File: src/rtl/sha_1_padder.sv
// SHA-1 message padder: packs 32-bit big-endian message words into 512-bit blocks,
//   appends the 0x80 pad byte, zero fill and the 64-bit bit length, drives each block to
//   the sha_1 core and returns the final digest with a one-cycle hash_valid strobe.
// Latency: after the last word, (16 - wcnt) pad cycles, 1 SEND cycle, core time, 1 DONE cycle.
// Backpressure: in_ready is high only in FILL; words offered elsewhere are held off, not dropped.
//
// Ports:
//   clk, rst                     clock (rising edge), asynchronous active-low reset
//   in_data/in_valid/in_ready    message word stream; first byte in [31:24]
//   in_last, in_bytes            final word marker, valid bytes in it (0 means 4)
//   blk_data, blk_index          block to the core (word i at [i*32 +: 32]), 1-based block number
//   blk_enable                   one-cycle start pulse to the core
//   core_hash, core_ready        core result and its one-cycle done pulse
//   hash, hash_valid             final digest {H0..H4} and its one-cycle update strobe
//   busy                         a message is in progress
module sha_1_padder (
  input  logic         clk,
  input  logic         rst,
  input  logic [31:0]  in_data,
  input  logic         in_valid,
  input  logic         in_last,
  input  logic [1:0]   in_bytes,
  output logic         in_ready,
  output logic [511:0] blk_data,
  output logic [63:0]  blk_index,
  output logic         blk_enable,
  input  logic [159:0] core_hash,
  input  logic         core_ready,
  output logic [159:0] hash,
  output logic         hash_valid,
  output logic         busy
);

  typedef enum logic [2:0] {
    S_FILL,
    S_PAD,
    S_SEND,
    S_WAIT,
    S_DONE
  } state_t;

  state_t            state_q;
  logic [4:0]        wcnt_q;       // next free word slot, 0..16
  logic [15:0][31:0] buf_q;        // block under construction; word i at bits [i*32 +: 32]
  logic [63:0]       bitcnt_q;     // message length in bits
  logic [63:0]       index_q;      // blocks completed so far in this message
  logic [63:0]       blk_index_q;
  logic              more_q;       // another block follows the one in flight
  logic              len_pend_q;   // length did not fit: an extra pad-only block is needed
  logic              pad_pend_q;   // last word was full, the 0x80000000 word is still owed
  logic              len_hi_q;     // word 14 of this block already holds bitcnt[63:32]
  logic              in_ready_q;
  logic              blk_enable_q;
  logic [159:0]      hash_q;
  logic              hash_valid_q;

  logic [31:0]       last_word;
  logic [63:0]       bit_inc;
  logic              accept;

  assign accept     = in_valid & in_ready_q;
  assign in_ready   = in_ready_q;
  assign blk_data   = buf_q;
  assign blk_index  = blk_index_q;
  assign blk_enable = blk_enable_q;
  assign hash       = hash_q;
  assign hash_valid = hash_valid_q;
  assign busy       = !((state_q == S_FILL) && (wcnt_q == 5'd0));

  // Word actually stored and bits it contributes. A partial last word gets the pad
  // byte right after its valid bytes; stale bytes behind it are discarded.
  always_comb begin
    last_word = in_data;
    bit_inc   = 64'd32;
    if (in_last) begin
      case (in_bytes)
        2'd1: begin
          last_word = {in_data[31:24], 24'h80_0000};
          bit_inc   = 64'd8;
        end
        2'd2: begin
          last_word = {in_data[31:16], 16'h8000};
          bit_inc   = 64'd16;
        end
        2'd3: begin
          last_word = {in_data[31:8], 8'h80};
          bit_inc   = 64'd24;
        end
        default: ;
      endcase
    end
  end

  always_ff @(posedge clk or negedge rst) begin
    if (!rst) begin
      state_q      <= S_FILL;
      wcnt_q       <= 5'd0;
      buf_q        <= '0;
      bitcnt_q     <= 64'd0;
      index_q      <= 64'd0;
      blk_index_q  <= 64'd0;
      more_q       <= 1'b0;
      len_pend_q   <= 1'b0;
      pad_pend_q   <= 1'b0;
      len_hi_q     <= 1'b0;
      in_ready_q   <= 1'b0;
      blk_enable_q <= 1'b0;
      hash_q       <= 160'd0;
      hash_valid_q <= 1'b0;
    end else begin
      blk_enable_q <= 1'b0;
      hash_valid_q <= 1'b0;
      case (state_q)
        S_FILL: begin
          in_ready_q <= 1'b1;
          if (accept) begin
            buf_q[wcnt_q[3:0]] <= last_word;
            wcnt_q             <= wcnt_q + 5'd1;
            bitcnt_q           <= bitcnt_q + bit_inc;
            if (in_last) begin
              pad_pend_q <= (in_bytes == 2'd0);
              in_ready_q <= 1'b0;
              state_q    <= S_PAD;
            end else if (wcnt_q == 5'd15) begin
              more_q     <= 1'b1;
              in_ready_q <= 1'b0;
              state_q    <= S_SEND;
            end
          end
        end

        S_PAD: begin
          if (wcnt_q == 5'd16) begin
            // Block filled by the message itself; pad word and/or length go in the next one.
            more_q     <= 1'b1;
            len_pend_q <= 1'b1;
            state_q    <= S_SEND;
          end else if (pad_pend_q) begin
            buf_q[wcnt_q[3:0]] <= 32'h8000_0000;
            pad_pend_q         <= 1'b0;
            wcnt_q             <= wcnt_q + 5'd1;
          end else if (wcnt_q == 5'd14) begin
            buf_q[4'd14] <= bitcnt_q[63:32];
            len_hi_q     <= 1'b1;
            wcnt_q       <= 5'd15;
          end else if (wcnt_q == 5'd15) begin
            wcnt_q  <= 5'd16;
            state_q <= S_SEND;
            if (len_hi_q) begin
              buf_q[4'd15] <= bitcnt_q[31:0];
              more_q       <= 1'b0;
            end else begin
              // Pad byte sits in word 14: no room for the length here.
              buf_q[4'd15] <= 32'd0;
              more_q       <= 1'b1;
              len_pend_q   <= 1'b1;
            end
          end else begin
            buf_q[wcnt_q[3:0]] <= 32'd0;
            wcnt_q             <= wcnt_q + 5'd1;
          end
        end

        S_SEND: begin
          blk_enable_q <= 1'b1;
          blk_index_q  <= index_q + 64'd1;
          state_q      <= S_WAIT;
        end

        S_WAIT: begin
          if (core_ready) begin
            index_q  <= index_q + 64'd1;
            buf_q    <= '0;
            wcnt_q   <= 5'd0;
            len_hi_q <= 1'b0;
            if (!more_q) begin
              state_q <= S_DONE;
            end else if (len_pend_q) begin
              len_pend_q <= 1'b0;
              state_q    <= S_PAD;
            end else begin
              in_ready_q <= 1'b1;
              state_q    <= S_FILL;
            end
          end
        end

        S_DONE: begin
          hash_q       <= core_hash;
          hash_valid_q <= 1'b1;
          index_q      <= 64'd0;
          bitcnt_q     <= 64'd0;
          more_q       <= 1'b0;
          len_pend_q   <= 1'b0;
          pad_pend_q   <= 1'b0;
          len_hi_q     <= 1'b0;
          in_ready_q   <= 1'b1;
          state_q      <= S_FILL;
        end

        default: begin
          state_q <= S_FILL;
        end
      endcase
    end
  end

endmodule

File: config.mk
export PLATFORM = sky130hd
export DESIGN_NAME = sha_1_padder
export DESIGN_NICKNAME = d
export VERILOG_FILES = /design/src/rtl/sha_1_padder.sv
export SDC_FILE = /design/constraint.sdc
export NUM_CORES = 2
export LEC_CHECK = 0
export CAP_MARGIN = 20
export CORE_AREA = 2 2 369 371
export CTS_BUF_LIST = sky130_fd_sc_hd__clkbuf_4 sky130_fd_sc_hd__clkbuf_8
export DETAILED_ROUTE_END_ITERATION = 10
export DIE_AREA = 0 0 371 373
export PLACE_DENSITY_LB_ADDON = 0.08
export SYNTH_ARGS = -nofsm -noshare
export SYNTH_HDL_FRONTEND = slang
export SYNTH_SLANG_ARGS = --single-unit
File: constraint.sdc
create_clock -name clk -period 6.1 [get_ports clk]
set_input_delay 1.525 -clock clk [delete_from_list [all_inputs] [get_ports clk]]
set_output_delay 1.525 -clock clk [all_outputs]
set_load 0.05 [all_outputs]
==> flow_summary_export.csv <==
group,metric,value,unit
status,outcome,"finished clean",
synth,syn_nets,3859,
floorplanning,io_pins,939,
synth,synth-seq-cells,876,
cts,cts_max_level,4,
power,p_per_area,576,nW/um^2
place,port_buffers,938,
finish,instances_no_fill,6469,
finish,layout.nets,4768,
drt,routed-via-count,32100,
cts,cts_buffers,166,
timing,worst_pin_slew,1.12,ns
synth,yosys_warnings,0,
global_route,grt_use_met1,31.1,%
place,dp.cells,6169,
place,placed_area,49100,sq um
synth,synthAdderAreaFrac,0.352,%
drt,vias_per_cell,4.97,
floorplanning,die-area,138000,sq um
drt,drt_first_pass_iters,5,
hold_path,holdPathStages,2,
place,gp_congestion,0.836,
cts,cts.repair.resized,0,
synth,ys.flop_type,"dfrtp_1",
setup_path,cp.required,4.58,ns
place,dp_hpwl,120000,um
timing,holdWs,0.467,ns
cts,clock_sinks,876,
finish,syn2layout_area_growth,39.7,%
global_route,grt_pass1_vias,32300,
drt,post_drt_wl_per_cell,26.5,um
setup_path,endpoint_kind,"output pin",
power,irDropWorstVdd,0.297,mV
finish,fillers,13400,
synth,synth_top_family_by_area,"simple AND/OR/NAND/NOR gates",
timing,min_period,4.61,ns
synth,synth-xor-area-share,1.42,%
synth,synth_edf_count,0,
floorplanning,initial_core_util,28.0,%
cts,clock_path_buffers,3,
drt,initialDrtViolationCount,2266,
timing,hold_viol_final,0,
synth,synth-simple-area-share,17.7,%
hold_path,hp-class,"reg2reg",
cts,cts_hold_buf,0,
timing,period_share,75.5,%
synth,ys_seq_area_share,58.2,%
global_route,overflow,0,
synth,synthArstFlopShare,100,%
finish,drive_gt1_share,9.32,%
setup_path,crit_path_start_kind,"flop",
cts,cts_setup_buffers,0,
setup_path,worst-path-max-fanout,17,
timing,finalSetupTns,0,ns
cts,cts_root_buf,"clkbuf_8",
global_route,antenna_found_initial,23,
global_route,grt.busiest_layer,"met2",
floorplanning,fp.dieW,371,um
timing,max_freq,217,MHz
setup_path,crit_type,"reg2out",
synth,synth.area.mux_share,6.52,%
setup_path,rr_worst_depth,9,
synth,syn_area,37700,sq um
floorplanning,die_h,373,um
timing,slew_headroom,25.2,%
floorplanning,rows,135,
power,p_leak,23.7,nW
timing,skew,0.0593,ns
timing,rsz0062_at_grt,"no",
drt,routed_wl,172000,um
synth,synth_cell_types,75,
cts,cts_tree,"yes",
global_route,grt_use_met2,39.8,%
synth,synth_compound_area_share,12.4,%
drt,drtAntennaViolNets,0,
floorplanning,core_area,135000,sq um
setup_path,critPathArrivalTime,3.08,ns
global_route,use_met3,6.90,%
timing,setup_viol,0,
timing,final_max_slew_viol_count,0,
global_route,track_usage,24.5,%
cts,clk_latency,0.91,ns
global_route,grt_first_pass_wirelength,246000,um
synth,avgSynthCellArea,10.3,sq um
job,maxCapViolCount,0,
global_route,grt_start_max_net_pins,146,
synth,synth_cells,3650,
cts,clk_pin_slew,0.06,ns
drt,drc,0,
finish,final_area,52600,sq um
-- flip-flops by register name, summed over array words and instances (netlist names) --
name / count
more_q: 1
len_pend_q: 1
wcnt_q: 5
hash: 160
hash_valid: 1
blk_index: 64
bitcnt_q: 61
blk_enable: 1
len_hi_q: 1
in_ready: 1
index_q: 64
pad_pend_q: 1
blk_data: 512
state_q: 3
-- through the flow --
step	worst slack, ns	total power [W]	util [%]
after floorplan	2.34	0.0179	-
after global placement	1.40	0.0243	36.4
after detailed placement	1.33	0.0244	36.5
after CTS	1.35	0.0307	39.0
after global routing	1.28	0.0316	39.1
final	1.49	0.0303	39.1
-- where the power goes --
part	leakage [nW]	switching, W	internal (W)
logic	10.6	0.0109	0.00451
registers	11.3	0.00118	0.00766
clock network	1.83	0.00271	0.00336
-- final timing paths --
kind                                  from       endpoint  slack, ns
worst min-delay path             hash[102]      hash[102]       0.47
worst max register to register   wcnt_q[2]  blk_data[204]       2.26
worst min register to register   hash[102]      hash[102]       0.47
max in group asynchronous              rst   bitcnt_q[12]       4.04
min in group asynchronous              rst       hash[64]       0.60
worst max-delay path            state_q[1]           busy       1.49
-- cells by family (layout without fill, tap and decap cells) --
family                   after synthesis  in the layout
flip-flops                           876            876
XOR/XNOR                              61             61
other                                  0             10
adder cells (fa/ha/maj)               10             10
multiplexers                         245            245
AND/OR/NAND/NOR                     1463           1463
buffers and inverters                315           1343
AO/OA/AOI/OAI                        680            680
-- cell type report --
class / instances / area, sq um / share of cell area [%]
antenna: 10 / 25.0 / 0.0476
multi-input combinational: 2459 / 14600 / 27.8
tap: 1781 / 2230 / 4.24
clock buffer: 267 / 3240 / 6.15
inverter: 26 / 103 / 0.195
clock inverter: 20 / 208 / 0.395
timing repair buffer: 1030 / 10200 / 19.5
sequential: 876 / 21900 / 41.7
-- Yosys cell counts, types with 11 or more instances --
master / n / area, sq um
nand4_1: 57 / 357
mux2i_1: 243 / 2430
and4_1: 21 / 184
or4_1: 43 / 323
nor3_1: 25 / 125
o21ai_0: 141 / 706
o31ai_1: 55 / 413
a22o_1: 36 / 315
nand2b_1: 11 / 68.8
nand2_1: 930 / 3490
buf_1: 15 / 56.3
nor2_1: 112 / 420
a32oi_1: 18 / 158
xor2_1: 29 / 254
o2bb2ai_1: 151 / 1320
nand3_1: 135 / 676
nor4_1: 22 / 138
buf_2: 50 / 250
and3_1: 23 / 144
clkbuf_1: 219 / 822
a21oi_1: 88 / 440
a22oi_1: 35 / 263
o211ai_1: 13 / 97.6
dfrtp_1: 876 / 21900
a31oi_1: 39 / 244
inv_1: 23 / 86.3
or3_1: 18 / 113
o21ai_1: 46 / 230
and2_1: 14 / 87.6
xnor2_1: 32 / 280
-- cell usage in the layout, fill, tap and decap left out, types with 57 or more instances in the layout --
| cell type | instances |
|---|---|
| o2bb2ai_1 | 151 |
| buf_4 | 79 |
| clkbuf_4 | 70 |
| clkdlybuf4s50_1 | 937 |
| nand4_1 | 57 |
| dfrtp_1 | 876 |
| mux2i_1 | 243 |
| nand3_1 | 134 |
| clkbuf_8 | 197 |
| nor2_1 | 111 |
| a21oi_1 | 88 |
| nand2_1 | 926 |
| o21ai_0 | 141 |
-- worst max-delay path: stages (launching register included) --
cell and delay (ns):
dfrtp_1 0.77, inv_1 0.25, nand4_1 0.21, clkdlybuf4s50_1 0.93
-- layer usage --
layer,up-vias,routed length [um]
li1,14700,-
met1,16100,71400
met2,1090,82600
met3,220,12600
met4,6,5040
met5,-,36
No activity file was read; power rests on OpenSTA's default activity.
